$ cat src/rtl/mux_arbiter.sv
// Two-requester grant arbiter with registered grants/select and a combinational data mux.
// Optional hold timeout forcing a hand-over is enabled by defining MUX_ARBITER_TIMEOUT_EN.
module mux_arbiter #(
  parameter int DATA_W   = 1,
  parameter int HOLD_MAX = 4
) (
  input  logic              clk,
  input  logic              reset,
  input  logic              req_x,
  input  logic              req_y,
  input  logic [DATA_W-1:0] x,
  input  logic [DATA_W-1:0] y,
  output logic              gnt_x,
  output logic              gnt_y,
  output logic              sel,
  output logic [DATA_W-1:0] m,
  output logic              busy
);

  typedef enum logic [1:0] {
    IDLE = 2'd0,
    GX   = 2'd1,
    GY   = 2'd2
  } state_t;

  localparam logic [3:0] HOLD = 4'(HOLD_MAX);

  state_t     state;
  state_t     state_nx;
  logic       last_y;
  logic       sel_q;
  logic [3:0] cnt;
  logic       expired;

  always_comb begin
`ifdef MUX_ARBITER_TIMEOUT_EN
    expired = (cnt == HOLD);
`else
    expired = 1'b0;
`endif
  end

  always_ff @(posedge clk or posedge reset) begin
    if (reset) begin
      state  <= IDLE;
      last_y <= 1'b1;
      sel_q  <= 1'b0;
      cnt    <= '0;
    end else begin
      state <= state_nx;
      // Rewriting last_y/sel every cycle a grant is held equals updating them on entry only.
      if (state_nx == GX) begin
        last_y <= 1'b0;
        sel_q  <= 1'b0;
      end else if (state_nx == GY) begin
        last_y <= 1'b1;
        sel_q  <= 1'b1;
      end
      if (state_nx == IDLE)
        cnt <= '0;
      else if (state_nx != state)
        cnt <= 4'd1;
      else if (cnt < HOLD)
        cnt <= cnt + 4'd1;
    end
  end

  always_comb begin
    state_nx = state;
    unique case (state)
      IDLE: begin
        if (req_x && (!req_y || last_y))
          state_nx = GX;
        else if (req_y)
          state_nx = GY;
      end
      GX: begin
        if (req_x && !(expired && req_y))
          state_nx = GX;
        else if (req_y)
          state_nx = GY;
        else
          state_nx = IDLE;
      end
      GY: begin
        if (req_y && !(expired && req_x))
          state_nx = GY;
        else if (req_x)
          state_nx = GX;
        else
          state_nx = IDLE;
      end
      default: state_nx = IDLE;
    endcase
  end

  always_comb begin
    gnt_x = (state == GX);
    gnt_y = (state == GY);
    sel   = sel_q;
    busy  = gnt_x | gnt_y;
    unique case (state)
      GX:      m = x;
      GY:      m = y;
      default: m = '0;
    endcase
  end

endmodule

$ cat config.mk
export PLATFORM = sky130hd
export DESIGN_NAME = mux_arbiter
export DESIGN_NICKNAME = d
export VERILOG_FILES = /design/src/rtl/mux_arbiter.sv
export SDC_FILE = /design/constraint.sdc
export NUM_CORES = 1
export LEC_CHECK = 0
export BUFFER_PORTS_ARGS = -buffer_cell sky130_fd_sc_hd__clkbuf_2
export CAP_MARGIN = 20
export CORE_AREA = 5 5 42 44
export CTS_BUF_LIST = sky130_fd_sc_hd__clkbuf_8
export DETAILED_ROUTE_END_ITERATION = 8
export DIE_AREA = 0 0 47 49
export SLEW_MARGIN = 10
export SYNTH_ARGS = -nofsm -noshare
export SYNTH_HDL_FRONTEND = slang
export SYNTH_SLANG_ARGS = --single-unit
$ cat constraint.sdc
create_clock -name clk -period 2.67 [get_ports clk]
set_input_delay 0.534 -clock clk [delete_from_list [all_inputs] [get_ports clk]]
set_output_delay 0.534 -clock clk [all_outputs]
set_load 0.02 [all_outputs]
==> results of run 1 <==
[layout by cell type (no fill, tap or decap)]
cell type and n:
clkbuf_2 10, dfstp_2 1, nor2b_1 5, o21ai_0 1
a21o_1 1, a21boi_1 1, clkbuf_8 3, a21oi_1 3
a22oi_1 1, inv_1 7, dfrtp_1 3, o21ai_1 2
nand3_1 1, a31oi_1 1, o211ai_1 1, ha_1 6
[worst paths after layout]
check | from | to | slack, ns | cells after the start
hold / removal | reset | state[0] | 0.17 | 2
setup / recovery | state[0] | sel | 0.78 | 8
hold reg to reg | last_y | last_y | 0.48 | 2
min in group clk | last_y | last_y | 0.48 | 2
max in group asynchronous | reset | last_y | 2.28 | 2
setup reg to reg | state[0] | sel | 0.78 | 8
[final cells by class]
class	count	area (um2)	share of cell area
clock inverter	1	3.754	0.009009
tap	16	20.02	0.04805
clock buffer	3	41.29	0.09910
timing repair buffer	10	50.05	0.1201
sequential	4	101.3	0.2432
multi-input combinational	23	177.7	0.4264
inverter	6	22.52	0.05405
[per-layer routing]
layer	up-vias	track usage	routed length (um)	part of all wire
met5	-	0	0	0
met4	0	0.06912	22	0.036
met3	3	0.02214	41	0.067
met2	8	0.08824	278	0.45
met1	118	0.08204	270	0.44
li1	138	-	-	-
[registers in the layout (all words and copies together), names as in the netlist]
name	cells
sel	1
state	2
last_y	1
[Yosys cell counts (all sizes together)]
library cell,count,area share
a21oi,3,0.050
a31oi,1,0.021
dfstp,1,0.087
nand3,1,0.017
dfrtp,3,0.25
a22oi,1,0.025
nor2b,5,0.10
a21o,1,0.025
inv,6,0.075
a21boi,1,0.025
ha,6,0.25
o211ai,1,0.025
o21ai,3,0.050
[power groups by stage]
stage	registers (mW)	clock network, mW	logic [mW]
2_1_floorplan	0.120	0	0.208
3_3_place_gp	0.118	0	0.277
3_5_place_dp	0.119	0	0.283
4_1_cts	0.119	0.134	0.285
5_1_grt	0.124	0.143	0.310
6_report	0.119	0.131	0.278
[logic make-up (layout without fill, tap and decap cells)]
| kind of cell | Yosys count | after routing | synth area share |
|---|---|---|---|
| compound gates | 11 | 11 | 0.2199 |
| fa+ha+maj | 6 | 6 | 0.2490 |
| buf+inv | 6 | 20 | 0.07468 |
| flops | 4 | 4 | 0.3361 |
| simple gates | 6 | 6 | 0.1203 |
==> impl_metrics.tcl, run 1 <==
set metrics [dict create \
    grt_antenna_before_repair 0 \
    whs_ns 0.1694 \
    wl_per_cell_um 9.746 \
    irDropWorstVdd_uv 359.0 \
    synth_cell_types 14 \
    cap_violations 0 \
    cell_internal_pwr_uw 306.5 \
    fp.coreArea_mm2 0.001401 \
    routed_wl_um 614 \
    post_cts_resized 0 \
    worst-path-buf-inv 1 \
    cp.required_ns 2.77 \
    fin_setup_tns_ns 0 \
    path_clk_slew_ns 0.03 \
    p_per_area_mw_per_mm2 1266 \
    h-tree-depth 1 \
    leakagePower_nw 0.2248 \
    die-area_mm2 0.002303 \
    grt_pass1_wl_um 1117 \
    utilization 0.2973 \
    cts.sinks 4 \
    slew_violations 0 \
    fin_skew_ns 0.001640 \
    yosysSeqAreaShare 0.3361 \
    syn-num-nets 45 \
    holdBufCountCts 0 \
    num_antenna_cells 0 \
    hold_viol 0 \
    crit_path_max_fanout 5 \
    pwr-share-clk 0.248 \
    synth.avg_cell_area_um2 9.138 \
    final_cell_area_um2 416.7 \
    final-setup-viol-count 0 \
    cts_tree "built" \
    rsz0062_at_grt "no" \
    crit_path_top_delay_cell "dfrtp_1" \
    die_w_um 47 \
    final.setup.worst_slack_ns 0.7847 \
    die_y_um 49 \
    clock-root-buffer "clkbuf_8" \
    track_usage 0.06850 \
    worstSetupPathType "flip-flop to flip-flop" \
    cts_made_buffers 3 \
    slew_headroom 0.8217 \
    initial_core_util 0.2152 \
    grt_max_degree 7 \
    instances_no_fill 63 \
    drt_first_pass_iters 2 \
    start_kind "flip-flop" \
    vias 267 \
    switching_share 0.4190 \
    dr.first_iter.drc_count 2 \
    crit_path_max_incr_delay_ns 0.42 \
    worst_ep_arrival_time_ns 1.98 \
    max_freq_mhz 530.4 \
    grt_pass1_vias 275 \
    post_dp_cell_area_um2 371.6 \
    power_switching_uw 221.0 \
    vias_per_cell 4.238 \
    finalPower_uw 527.5 \
    min_period_ns 1.885 \
    dp_cells 59 \
    yosys_warnings 0 \
    power.share.sequential 0.225 \
    synth_cells 33 \
    worst_slew_pin_slew_ns 0.2663 \
    drc 0 \
    synth_seq_cells 4 \
    crit_family "adder cells" \
    io_pins 11 \
    grt.overflow.total 0 \
    cts_setup_buffers 0 \
    path_cells "inv_1 -> ha_1 -> nor2b_1 -> o21ai_0 -> a31oi_1 -> ha_1 -> nor2b_1 -> a21oi_1" \
    num_rows 14 \
    status "complete, no violations" \
    clock_path_buffers 2 \
    nets 60 \
    end_kind "flip-flop" \
    drive_above_1_share 0.2979 \
    antenna_left 0 \
    fillers 169 \
    pre_cts_ws_ns 0.7844 \
    area_growth_pct 38.17 \
    synth_area_um2 301.5 \
    p_comb_frac 0.527 \
    period_share 0.7061 \
    io_buffers 10 \
    dp_hpwl_um 507 \
    min_path_type "input port to async pin" \
    globalplace.congestion 0.6568 \
    insertion_delay_ns 0.22 \
]
Power figures use the tool's default switching activity.
==> run 2, diff against run 1 <==
clock period = 1.6 ns   (was 2.67 ns; I/O delays follow)
==> run 2 against run 1 <==
Against the previous run:
- the flow now finishes with violations (negative setup slack)
- routed wire length rose by 21%
- register-to-register slack got worse by 0.83 ns
- sequential power rose by 92%
- clock skew rose by 0.0043 ns
- hold slack improved by 0.27 ns
- design area rose by 47%
- setup slack got worse by 0.83 ns
- total power rose by 150%
- non-clock buffer count rose by 9
- combinational power rose to 3.1 times the previous value
- highest routed layer is now met3
==> impl_metrics.tcl, run 2 (same netlist as run 1, synthesis figures left out) <==
set metrics [dict create \
    status "finished with violations" \
    violations "negative setup slack" \
    drt_first_pass_iters 2 \
    start_kind "flip-flop" \
    r2r_end "sel" \
    irDropWorstVdd_uv 777.1 \
    grt.overflow.total 0 \
    die-area_mm2 0.002303 \
    antenna_left 0 \
    initial_core_util 0.2152 \
    worstSetupPathType "flip-flop to flip-flop" \
    slew_headroom 0.8231 \
    insertion_delay_ns 0.22 \
    cap_violations 0 \
    hold_viol 0 \
    wl_per_cell_um 10.36 \
    worst_ep_arrival_time_ns 1.74 \
    grt_pass1_vias 281 \
    die_y_um 49 \
    grt_max_degree 7 \
    p_per_area_mw_per_mm2 2126 \
    drive_above_1_share 0.6964 \
    clock_path_buffers 2 \
    cts_made_buffers 3 \
    num_antenna_cells 0 \
    crit_path_max_fanout 3 \
    fin_setup_tns_ns -0.1088 \
    top_register "state" \
    r2r-start "state[1]" \
    finalPower_mw 1.304 \
    grt_antenna_before_repair 0 \
    nets 69 \
    instances_no_fill 72 \
    die_w_um 47 \
    min_period_ns 1.644 \
    r2r_slack_ns -0.04 \
    vias 295 \
    cts_tree "built" \
    drc 0 \
    max_freq_mhz 608.2 \
    critical_path.startpoint "state[1]" \
    rr_worst_depth 8 \
    io_buffers 10 \
    vias_per_cell 4.097 \
    globalplace.congestion 0.6898 \
    dp_cells 65 \
    dp_hpwl_um 571.1 \
    pre_cts_ws_ns -0.1739 \
    cp-endpoint "sel" \
    slew_violations 0 \
    cts.sinks 4 \
    final_cell_mix "clkbuf_2 (9), buf_4 (6), inv_1 (5), ha_4 (5)" \
    layout_commonest_cell "clkbuf_2" \
    final-setup-viol-count 3 \
    rsz0062_at_grt "yes" \
    fin_skew_ns 0.005975 \
    area_growth_pct 103.3 \
    cp.required_ns 1.70 \
    dr.first_iter.drc_count 6 \
    num_rows 14 \
    grt_pass1_wl_um 1124 \
    clock-root-buffer "clkbuf_8" \
    largest_register_ffs 2 \
    path_clk_slew_ns 0.03 \
    fp.coreArea_mm2 0.001401 \
    track_usage 0.07193 \
    final.setup.worst_slack_ns -0.04416 \
    io_pins 11 \
    end_kind "flip-flop" \
    h-tree-depth 1 \
    min_path_type "input port to flip-flop" \
    leakagePower_nw 0.2785 \
    utilization 0.4375 \
    routed_wl_um 746 \
    worst_slew_pin_slew_ns 0.2642 \
    period_share 1.028 \
]
run 2: changes by cell type in the layout (fill, tap and decap cells not counted), moves of 2 or more:
cell     change
buf_4        +6
buf_6        +3
dfrtp_1      -2
dfrtp_2      +2
ha_1         -5
ha_4         +5
inv_1        -2
inv_4        +2
nor2b_1      -4
nor2b_2      +3
o21ai_2      +2
run 2: final cells by class:
cell class,count,area (um2)
Sequential cell,4,103.9
Inverter,6,27.53
Timing Repair Buffer,19,133.9
Clock inverter,1,3.754
Tap cell,16,20.02
Fill cell,140,788.3
Multi-Input combinational cell,23,282.8
Clock buffer,3,41.29
run 2: worst min-delay path by stage:
stage                      from       end  slack, ns  cells after the start
after floorplan           reset       sel       0.09                      1
after global placement    reset       sel       0.18                      2
after detailed placement  reset       sel       0.19                      2
after CTS                 req_y  state[1]       0.48                      3
after global routing      req_y  state[1]       0.43                      3
final                     req_y  state[1]       0.44                      3
run 2: layer usage:
layer / track usage / vias up / wire length (um)
met2: 0.1086 / 4 / 396
met4: 0.06912 / 0 / 0
li1: - / 158 / -
met5: 0 / - / 0
met1: 0.07285 / 133 / 315
met3: 0.02214 / 0 / 34
run 2: power by group:
part,leakage [nW],internal [mW],total (mW),switching (mW)
clock,0.0269,0.163,0.215,0.0516
sequential,0.0434,0.161,0.228,0.0664
combinational,0.208,0.465,0.861,0.396
run 2: through the flow:
stage | hold slack, ns | cell area (um2)
2_1_floorplan | 0.08529 | 327.8
3_3_place_gp | 0.1824 | 442.9
3_5_place_dp | 0.1854 | 442.9
4_1_cts | 0.4819 | 523.0
5_1_grt | 0.4272 | 613.1
6_report | 0.4372 | 613.1
run 2: what timing repair did:
action                                  CTS  global route
endpoints found under the hold margin     3             0
resized for setup                         5            17
buffers inserted                          1             1
pin swaps                                 2             4
hold buffers                              1             0
endpoints found under the setup margin    3             3
run 2: critical path: stages, from the launching register on:
cell and delay [ns]:
dfrtp_2 0.44, inv_4 0.11, ha_4 0.14, nor2b_2 0.14
o21ai_2 0.08, a21o_1 0.21, ha_4 0.25, nor2b_2 0.12
a21oi_1 0.05
